$ cat src/rtl/im_fetch_scheduler.sv
`default_nettype none
// ============================================================================
// Module      : im_fetch_scheduler
// Description : Sequences item-memory lookups for the encoder. Accepts
//               (addr_a, addr_b) requests over valid/ready and drives the
//               item-memory address/control inputs. With dimensional
//               expansion on, it walks extend_count segments per request and
//               pulses extend_increment once per consumed beat.
// Revision    : 1.0 - initial release
// ============================================================================
module im_fetch_scheduler #(
  parameter int unsigned ImAddrWidth = 10,
  parameter int unsigned ExtCntWidth = 5
) (
  input  logic                   clk_i,
  input  logic                   rst_ni,
  input  logic                   clr_i,
  input  logic                   cfg_extend_en_i,
  input  logic [ExtCntWidth-1:0] cfg_extend_count_i,
  input  logic                   cfg_port_a_cim_i,
  input  logic                   req_valid_i,
  output logic                   req_ready_o,
  input  logic [ImAddrWidth-1:0] req_addr_a_i,
  input  logic [ImAddrWidth-1:0] req_addr_b_i,
  output logic [ImAddrWidth-1:0] im_a_addr_o,
  output logic [ImAddrWidth-1:0] im_b_addr_o,
  output logic                   im_port_a_cim_o,
  output logic                   im_enable_o,
  output logic                   im_extend_en_o,
  output logic                   im_extend_inc_o,
  output logic [ExtCntWidth-1:0] im_extend_count_o,
  output logic                   out_valid_o,
  input  logic                   out_ready_i,
  output logic [ExtCntWidth-1:0] out_seg_o,
  output logic                   out_last_o
);

  typedef enum logic [0:0] {
    IDLE  = 1'b0,
    ISSUE = 1'b1
  } state_e;

  localparam logic [ExtCntWidth-1:0] SegOne = ExtCntWidth'(1);

  state_e                 state_q, state_d;
  logic [ImAddrWidth-1:0] addr_a_q, addr_b_q;
  logic                   port_a_cim_q;
  logic                   extend_q;
  logic [ExtCntWidth-1:0] count_q;
  logic [ExtCntWidth-1:0] seg_q;
  logic [ExtCntWidth-1:0] count_eff;
  logic                   in_issue;
  logic                   is_last;
  logic                   beat;
  logic                   accept;

  // Effective segment count for a new request: zero or expansion-off means one.
  always_comb begin
    count_eff = SegOne;
    if (cfg_extend_en_i && (cfg_extend_count_i != '0)) begin
      count_eff = cfg_extend_count_i;
    end
  end

  // Next-state and handshake decode; clear overrides everything and suppresses the beat.
  always_comb begin
    state_d         = state_q;
    in_issue        = (state_q == ISSUE);
    is_last         = in_issue && (seg_q == (count_q - SegOne));
    out_valid_o     = in_issue && !clr_i;
    beat            = out_valid_o && out_ready_i;
    req_ready_o     = !clr_i && (!in_issue || (out_ready_i && is_last));
    accept          = req_valid_i && req_ready_o;
    im_enable_o     = out_valid_o;
    im_extend_inc_o = beat && extend_q;
    out_last_o      = is_last;
    if (clr_i) begin
      state_d = IDLE;
    end else if (accept) begin
      state_d = ISSUE;
    end else if (beat && is_last) begin
      state_d = IDLE;
    end
  end

  // State register.
  always_ff @(posedge clk_i or negedge rst_ni) begin
    if (!rst_ni) begin
      state_q <= IDLE;
    end else begin
      state_q <= state_d;
    end
  end

  // Request capture and segment stepping; a new accept on the last beat reloads directly.
  always_ff @(posedge clk_i or negedge rst_ni) begin
    if (!rst_ni) begin
      addr_a_q     <= '0;
      addr_b_q     <= '0;
      port_a_cim_q <= 1'b0;
      extend_q     <= 1'b0;
      count_q      <= '0;
      seg_q        <= '0;
    end else if (clr_i) begin
      seg_q <= '0;
    end else if (accept) begin
      addr_a_q     <= req_addr_a_i;
      addr_b_q     <= req_addr_b_i;
      port_a_cim_q <= cfg_port_a_cim_i;
      extend_q     <= cfg_extend_en_i;
      count_q      <= count_eff;
      seg_q        <= '0;
    end else if (beat) begin
      seg_q <= is_last ? '0 : (seg_q + SegOne);
    end
  end

  assign im_a_addr_o       = addr_a_q;
  assign im_b_addr_o       = addr_b_q;
  assign im_port_a_cim_o   = port_a_cim_q;
  assign im_extend_en_o    = extend_q;
  assign im_extend_count_o = count_q;
  assign out_seg_o         = seg_q;

endmodule
`default_nettype wire

$ cat config.mk
export PLATFORM = sky130hd
export DESIGN_NAME = im_fetch_scheduler
export DESIGN_NICKNAME = d
export VERILOG_FILES = /design/src/rtl/im_fetch_scheduler.sv
export SDC_FILE = /design/constraint.sdc
export NUM_CORES = 1
export LEC_CHECK = 0
export CAP_MARGIN = 25
export CORE_MARGIN = 4
export CORE_UTILIZATION = 39
export CTS_CLUSTER_SIZE = 28
export DETAILED_ROUTE_END_ITERATION = 8
export PLACE_DENSITY = 0.81
export SYNTH_ARGS = -nofsm -noshare
export SYNTH_HDL_FRONTEND = slang
export SYNTH_SLANG_ARGS = --single-unit
$ cat constraint.sdc
create_clock -name clk_i -period 1.93 [get_ports clk_i]
set_input_delay 0.386 -clock clk_i [delete_from_list [all_inputs] [get_ports clk_i]]
set_output_delay 0.386 -clock clk_i [all_outputs]
set_load 0.02 [all_outputs]
==> impl_metrics.tcl, run 1 <==
set metrics [dict create \
    status "complete, but fails checks" \
    violations "negative setup slack" \
    numCtsBuffers 5 \
    tightest_slew_ns 0.4316 \
    post-route-min-period_ns 2.294 \
    drc 0 \
    setup_viol 35 \
    htree_levels 2 \
    peakVddDrop_mv 0.5785 \
    pwr-share-comb_pct 48.7 \
    die_x_microns 74.88 \
    dp_hpwl_microns 3584 \
    cts-root-buf "clkbuf_8" \
    drt_iter0_markers 112 \
    rsz0062_at_grt "yes" \
    p_clk_share_pct 21.2 \
    place_congestion 0.8059 \
    path_cells "inv_2 > ha_4 > xnor2_1 > a211o_1 > a211oi_4 > a21boi_2 > nor2_4 > buf_6" \
    slew_headroom_pct 71.23 \
    wirelength_microns 5213 \
    cp-end-kind "output port" \
    n_fill_cell 350 \
    drv_slew 0 \
    grt_pass1_wl_microns 8038 \
    fin_cells 320 \
    clock_path_buffers 2 \
    layout-drive-gt1-share_pct 25.00 \
    area_delta_synth_final_pct 68.94 \
    synth-seq-cells 33 \
    critPathKind "flip-flop to output port" \
    ant_nets 0 \
    power.total_uw 3146 \
    finalHoldViolations 0 \
    ys_seq_area_share_pct 47.35 \
    vias 1726 \
    netlist_instances 162 \
    synth_cell_types 39 \
    postSynthAreaPerCell_sq_um 10.77 \
    worst_path_largest_cell_delay_ns 0.41 \
    cts.sinks 33 \
    syn_nets 196 \
    io_pins 69 \
    skew_ns 0.006237 \
    power_density_nw_per_um2 1068 \
    post-route-period-util_pct 118.8 \
    ys_warn_count 0 \
    synthesis.area_sq_um 1744 \
    fmax_mhz 436.0 \
    swShare_pct 32.82 \
    grt.overflow.total 0 \
    nets 301 \
    antenna_cells 0 \
    placed_cells 306 \
    arrival_ns 1.91 \
    worst-r2r-cell-count 10 \
    grt_pass1_vias 1697 \
    num_rows 24 \
    start_util_pct 40.06 \
    multi_input_comb_area_sq_um 890.9 \
    cp_max_fo 3 \
    via_per_inst 5.394 \
    clkTransAtPathRegs_ns 0.07 \
    cap_violations 0 \
    p_int_uw 2114 \
    antenna_found_initial 0 \
    fin_util_pct 67.67 \
    design.core.area_sq_um 4354 \
    cp_top_family "compound AO/OA/AOI/OAI gates" \
    p_leak_uw 0.001268 \
    globalRouteTotalUtil_pct 18.87 \
    critPathLaunchType "flip-flop" \
    cp.required_ns 1.54 \
    hp-class "primary input to asynchronous set/reset pin" \
    seqCellArea_sq_um 828.3 \
    crit_buf_inv 2 \
    grt_max_degree 34 \
    cts_tree "done" \
    seqPwrFrac_pct 30.1 \
    dieArea_sq_um 5606 \
    clk_latency_ns 0.28 \
    cp_slowest_cell "dfrtp_2" \
    ctsHoldBuffers 0 \
    switchingPower_uw 1032 \
    firstDrtPassIters 4 \
    fin_ws_ns -0.3636 \
    cp.depth 8 \
    io_buffers 68 \
    wl_per_cell_microns 16.29 \
    fp.dieH_microns 74.88 \
]
==> metal layers <==
metal,up-vias,track usage (%),share of wire [%]
li1,815,-,-
met1,850,23.54,42
met2,56,32.21,50
met3,5,4.139,6.5
met4,0,6.522,1.3
met5,-,0,0
==> area by class of cell <==
class / count / area share, %
inverter: 4 / 0.5096
multi-input combinational: 114 / 30.23
clock inverter: 1 / 1.019
timing repair buffer: 109 / 34.99
tap: 52 / 2.208
clock buffer: 7 / 2.930
sequential: 33 / 28.11
==> through the flow <==
stage | hold slack, ns | TNS, ns | cell area, sq um | setup slack, ns
final | 0.5046 | -9.441 | 2947 | -0.3636
after global routing | 0.5374 | -12.49 | 2947 | -0.4543
after CTS | 0.5129 | -10.57 | 2903 | -0.4170
after detailed placement | 0.5735 | -8.828 | 2721 | -0.6102
after global placement | 0.5803 | -8.151 | 2721 | -0.5470
after floorplan | 0.09041 | -2.650 | 1780 | -0.1626
==> cells in the mapped netlist <==
cell type  instances  share of area [%]
nor4_1             1               0.36
nor3_1             1               0.29
and2_1             2               0.72
nand4_1            1               0.36
a21boi_0           1               0.43
and3b_1            1               0.50
clkbuf_1           5                1.1
buf_2              1               0.29
ha_1               2                1.4
or3_1              1               0.36
dfrtp_1           33                 47
a32o_1            22                 13
clkinv_1           1               0.22
a2111o_1           1               0.65
a21boi_1           1               0.43
a21oi_1            4                1.1
buf_6              4                2.6
xor2_1             1               0.50
nand3b_1           4                1.7
nor2b_1           24                8.6
inv_1              3               0.65
o21ai_1            1               0.29
a31oi_1            3                1.1
or4_1              2               0.86
o21ai_0            1               0.29
a211oi_2           1               0.72
o31ai_1            4                1.7
buf_4              1               0.43
a211o_1            2                1.0
o21a_1             1               0.43
nor3b_1            3                1.3
a311oi_1           1               0.50
nand4bb_1          1               0.65
nand2b_1           1               0.36
nand2_1           12                2.6
xnor2_1            5                2.5
nor2_1             3               0.65
o21ai_4            1               0.93
nand3_1            5                1.4
==> timing repair <==
action	4_1_cts	5_1_grt
endpoints found under the setup margin	37	38
pin swaps	17	8
gates cloned	2	0
setup buffers	3	3
gates resized for setup	28	9
hold endpoints to repair	0	0
==> cells by family (layout without fill, tap and decap cells) <==
family          count (synthesis)  in the layout  synth area share [%]
xor+xnor                        6              6                 3.013
simple gates                   62             62                 20.73
compound gates                 44             44                 22.24
fa+ha+maj                       2              2                 1.434
buf+inv                        15            121                 5.236
flops                          33             33                 47.35
==> sequential cells by signal, indices dropped and copies added, names as in the netlist <==
name and flops:
im_extend_count_o 5, im_b_addr_o 10, im_port_a_cim_o 1, out_seg_o 5, in_issue 1, im_extend_en_o 1, im_a_addr_o 10
==> power by group through the flow <==
stage                     sequential [uW]  combinational (uW)  clock, uW
after CTS                             946                1470        687
after global routing                  965                1630        718
after floorplan                      1160                 512          0
final                                 947                1530        668
after detailed placement              956                1380          0
after global placement                954                1360          0
==> worst paths after layout <==
| path | startpoint | end | slack [ns] |
|---|---|---|---|
| max in group asynchronous | rst_ni | im_extend_count_o[0]$_DFFE_PN0P_ | 1.09 |
| hold / removal | rst_ni | im_b_addr_o[2]$_DFFE_PN0P_ | 0.50 |
| hold reg to reg | im_extend_count_o[3]$_DFFE_PN0P_ | im_extend_count_o[3]$_DFFE_PN0P_ | 0.60 |
| setup reg to reg | im_extend_count_o[0]$_DFFE_PN0P_ | im_a_addr_o[8]$_DFFE_PN0P_ | -0.34 |
| min in group clk_i | im_extend_count_o[3]$_DFFE_PN0P_ | im_extend_count_o[3]$_DFFE_PN0P_ | 0.60 |
| setup / recovery | im_extend_count_o[0]$_DFFE_PN0P_ | req_ready_o | -0.36 |
==> cells in the final DEF, fill, tap and decap left out, drive strengths merged, types with 3 or more instances in the layout <==
cell	netlist	final
clkbuf	5	8
a31oi	3	3
clkdlybuf4s50	0	61
inv	3	3
o31ai	4	4
nand3b	4	4
buf	6	43
o21ai	3	3
dfrtp	33	33
nor2b	24	24
xnor2	5	5
nor3b	3	3
nor2	3	3
nand2	12	12
a32o	22	22
a21oi	4	4
nand3	5	5
Note: power is estimated with default switching activity, not from simulation.
==> run 2: changes to the inputs <==
- CTS_CLUSTER_SIZE: 28 -> 12
- SLEW_MARGIN: not set -> 20
==> results of run 2 <==
No change in the layout: final DEF, timing and power equal those of run 1.
==> run 3: changes to the inputs <==
- ABC_AREA: not set -> 1
- SETUP_SLACK_MARGIN: not set -> 0.2
==> impl_metrics.tcl, run 3 <==
set metrics [dict create \
    status "complete, but fails checks" \
    violations "negative setup slack" \
    antenna_cells 0 \
    synth_top_family_by_area "simple AND/OR/NAND/NOR gates" \
    cts-root-buf "clkbuf_8" \
    dp_hpwl_microns 3965 \
    drt_iter0_markers 164 \
    async_flop_share_pct 100.0 \
    synth-main-ff-cell "dfrtp_1" \
    fin_setup_tns_ns -8.797 \
    synth_compound_area_share_pct 1.853 \
    arrival_ns 1.83 \
    grt_pass1_wl_microns 8390 \
    area_delta_synth_final_pct 71.28 \
    slew_headroom_pct 65.74 \
    via_per_inst 5.059 \
    grt.overflow.total 0 \
    synth-xor-area-share_pct 0.4989 \
    n_fill_cell 324 \
    nets 369 \
    tightest_slew_ns 0.5123 \
    globalRouteTotalUtil_pct 19.49 \
    critPathLaunchType "flip-flop" \
    peakVddDrop_mv 0.4768 \
    synthAdderAreaFrac_pct 1.426 \
    antenna_found_initial 0 \
    critPathKind "flip-flop to output port" \
    htree_levels 2 \
    cts_tree "done" \
    worst_path_largest_cell_delay_ns 0.42 \
    p_leak_uw 0.001541 \
    clk_latency_ns 0.28 \
    cp_slowest_cell "dfrtp_2" \
    synthTopCellsByArea "dfrtp_1 (47%), nand2_1 (20%), nand4_1 (11%)" \
    finalHoldViolations 0 \
    io_buffers 68 \
    drv_slew 0 \
    yosysTopAreaCell "dfrtp_1" \
    dpl_cell_area_sq_um 2688 \
    design.core.area_sq_um 4354 \
    synthMuxAreaShare_pct 0 \
    grt_pass1_vias 1859 \
    path_cells "inv_2 > ha_4 > nand2_2 > inv_2 > nor2_2 > nand3_2 > nor2_4 > nand3_2 > a21oi_2 > buf_6" \
    ys_seq_area_share_pct 47.04 \
    start_util_pct 40.32 \
    num_rows 24 \
    syn_nets 269 \
    layout-drive-gt1-share_pct 30.65 \
    numCtsBuffers 5 \
    post-route-min-period_ns 2.221 \
    clkTransAtPathRegs_ns 0.07 \
    fp.dieH_microns 75.09 \
    place_congestion 0.9119 \
    yosys.cell_count.top_type "nand2_1" \
    synth-seq-cells 33 \
    final_cell_mix "nand2_1 (65), clkdlybuf4s50_1 (52), dfrtp_1 (31), buf_4 (31), nand4_1 (30)" \
    io_pins 69 \
    yosys.area_share.simple_pct 39.56 \
    wl_per_cell_microns 14.38 \
    layout.cells.most_common "nand2_1" \
    synthesis.area_sq_um 1755 \
    final_area_sq_um 3007 \
    yosysTopAreaCellShare_pct 47.04 \
    cp-end-kind "output port" \
    power_density_nw_per_um2 788.2 \
    ctsHoldBuffers 0 \
    dieArea_sq_um 5639 \
    hp-class "primary input to asynchronous set/reset pin" \
    power.total_uw 2370 \
    ant_nets 0 \
    synth_edf_count 0 \
    synth_cell_types 21 \
    placed_cells 374 \
    clock_path_buffers 2 \
    cts.sinks 33 \
    postSynthAreaPerCell_sq_um 7.470 \
    rsz0062_at_grt "yes" \
    netlist_instances 235 \
    cp_max_fo 2 \
    skew_ns 0.01373 \
    r2r_start "im_extend_count_o[1]$_DFFE_PN0P_" \
    ys_warn_count 0 \
    die_x_microns 75.09 \
    wirelength_microns 5580 \
    cap_violations 0 \
    crit_start "im_extend_count_o[1]$_DFFE_PN0P_" \
    setup_viol 35 \
    drc 0 \
    firstDrtPassIters 4 \
    fin_cells 388 \
    vias 1963 \
    grt_max_degree 17 \
    fin_ws_ns -0.2910 \
    cp.required_ns 1.54 \
    post-route-period-util_pct 115.1 \
    synthTopCellsByCount "nand2_1 (95), dfrtp_1 (33), nand4_1 (30)" \
    fin_util_pct 69.05 \
    fmax_mhz 450.3 \
]
## run 3: cell types whose count changed in the layout (fill, tap and decap cells not counted), moves of 7 or more
cell             delta
nand2_1            +53
inv_1              +21
nand2_2            +20
dlygate4sd2_1       +8
nor2b_1            -24
nand4_1            +29
a32o_1             -22
nand2_4            +11
nor2_1              +7
clkdlybuf4s50_1     -9
## run 3: worst max-delay path, delay by kind of cell (launching register included)
family / cells / cell delay, ns
DFF: 1 / 0.42
AOI/OAI and AO/OA: 1 / 0.18
and+or+nand+nor: 5 / 0.50
buffers and inverters: 3 / 0.26
adders and majority gates: 1 / 0.20
## run 3: path summary, 6_finish.rpt
kind	depth (start not counted)	to	slack [ns]
max	10	req_ready_o	-0.29
min	1	im_b_addr_o[3]$_DFFE_PN0P_	0.44
max reg2reg	16	im_a_addr_o[0]$_DFFE_PN0P_	-0.28
min reg2reg	2	im_b_addr_o[3]$_DFFE_PN0P_	0.47
max in group asynchronous	2	im_a_addr_o[4]$_DFFE_PN0P_	0.88
min in group clk_i	2	im_b_addr_o[3]$_DFFE_PN0P_	0.47
## run 3: repair_timing
action / in CTS / in global routing
buffers inserted: 4 / 0
gates cloned: 1 / 1
endpoints found under the setup margin: 48 / 37
pin swaps: 4 / 5
resized for setup: 44 / 53
## run 3: layout make-up
| type | count | area, sq um | share of cell area [%] |
|---|---|---|---|
| clock buffers | 6 | 72.57 | 2.414 |
| clock inverters | 2 | 10.01 | 0.3329 |
| inverters | 27 | 101.3 | 3.371 |
| multi-input cells | 163 | 942.2 | 31.34 |
| flip-flops and latches | 33 | 828.3 | 27.55 |
| well taps | 52 | 65.06 | 2.164 |
| repair buffers | 105 | 987.2 | 32.83 |
## run 3: where the power goes
part / total [uW] / internal [uW] / switching [uW] / leakage [uW]
Sequential: 903 / 806 / 96.9 / 0.000417
Clock: 488 / 250 / 238 / 0.0000450
Combinational: 979 / 468 / 511 / 0.00108
## run 3: per-stage QoR
stage | hold slack [ns] | setup WS [ns]
2_1_floorplan | 0.09041 | 0.02177
3_3_place_gp | 0.4528 | -0.3307
3_5_place_dp | 0.4580 | -0.4179
4_1_cts | 0.4416 | -0.2674
5_1_grt | 0.4773 | -0.3470
6_report | 0.4381 | -0.2910
## run 3: kinds of logic (layout without fill, tap and decap cells)
logic type | Yosys count | in the layout
adders and majority gates | 2 | 2
buffers and inverters | 39 | 140
AOI/OAI and AO/OA | 5 | 5
xor gates and xnor gates | 1 | 1
DFF | 33 | 33
and+or+nand+nor | 155 | 155
## run 3: metal layers
metal | vias to the layer above | global-route usage [%] | share of wire [%]
met3 | 12 | 4.139 | 5.6
li1 | 952 | - | -
met5 | - | 0 | 0
met2 | 80 | 34.14 | 51
met1 | 919 | 23.68 | 41
met4 | 0 | 6.522 | 1.9
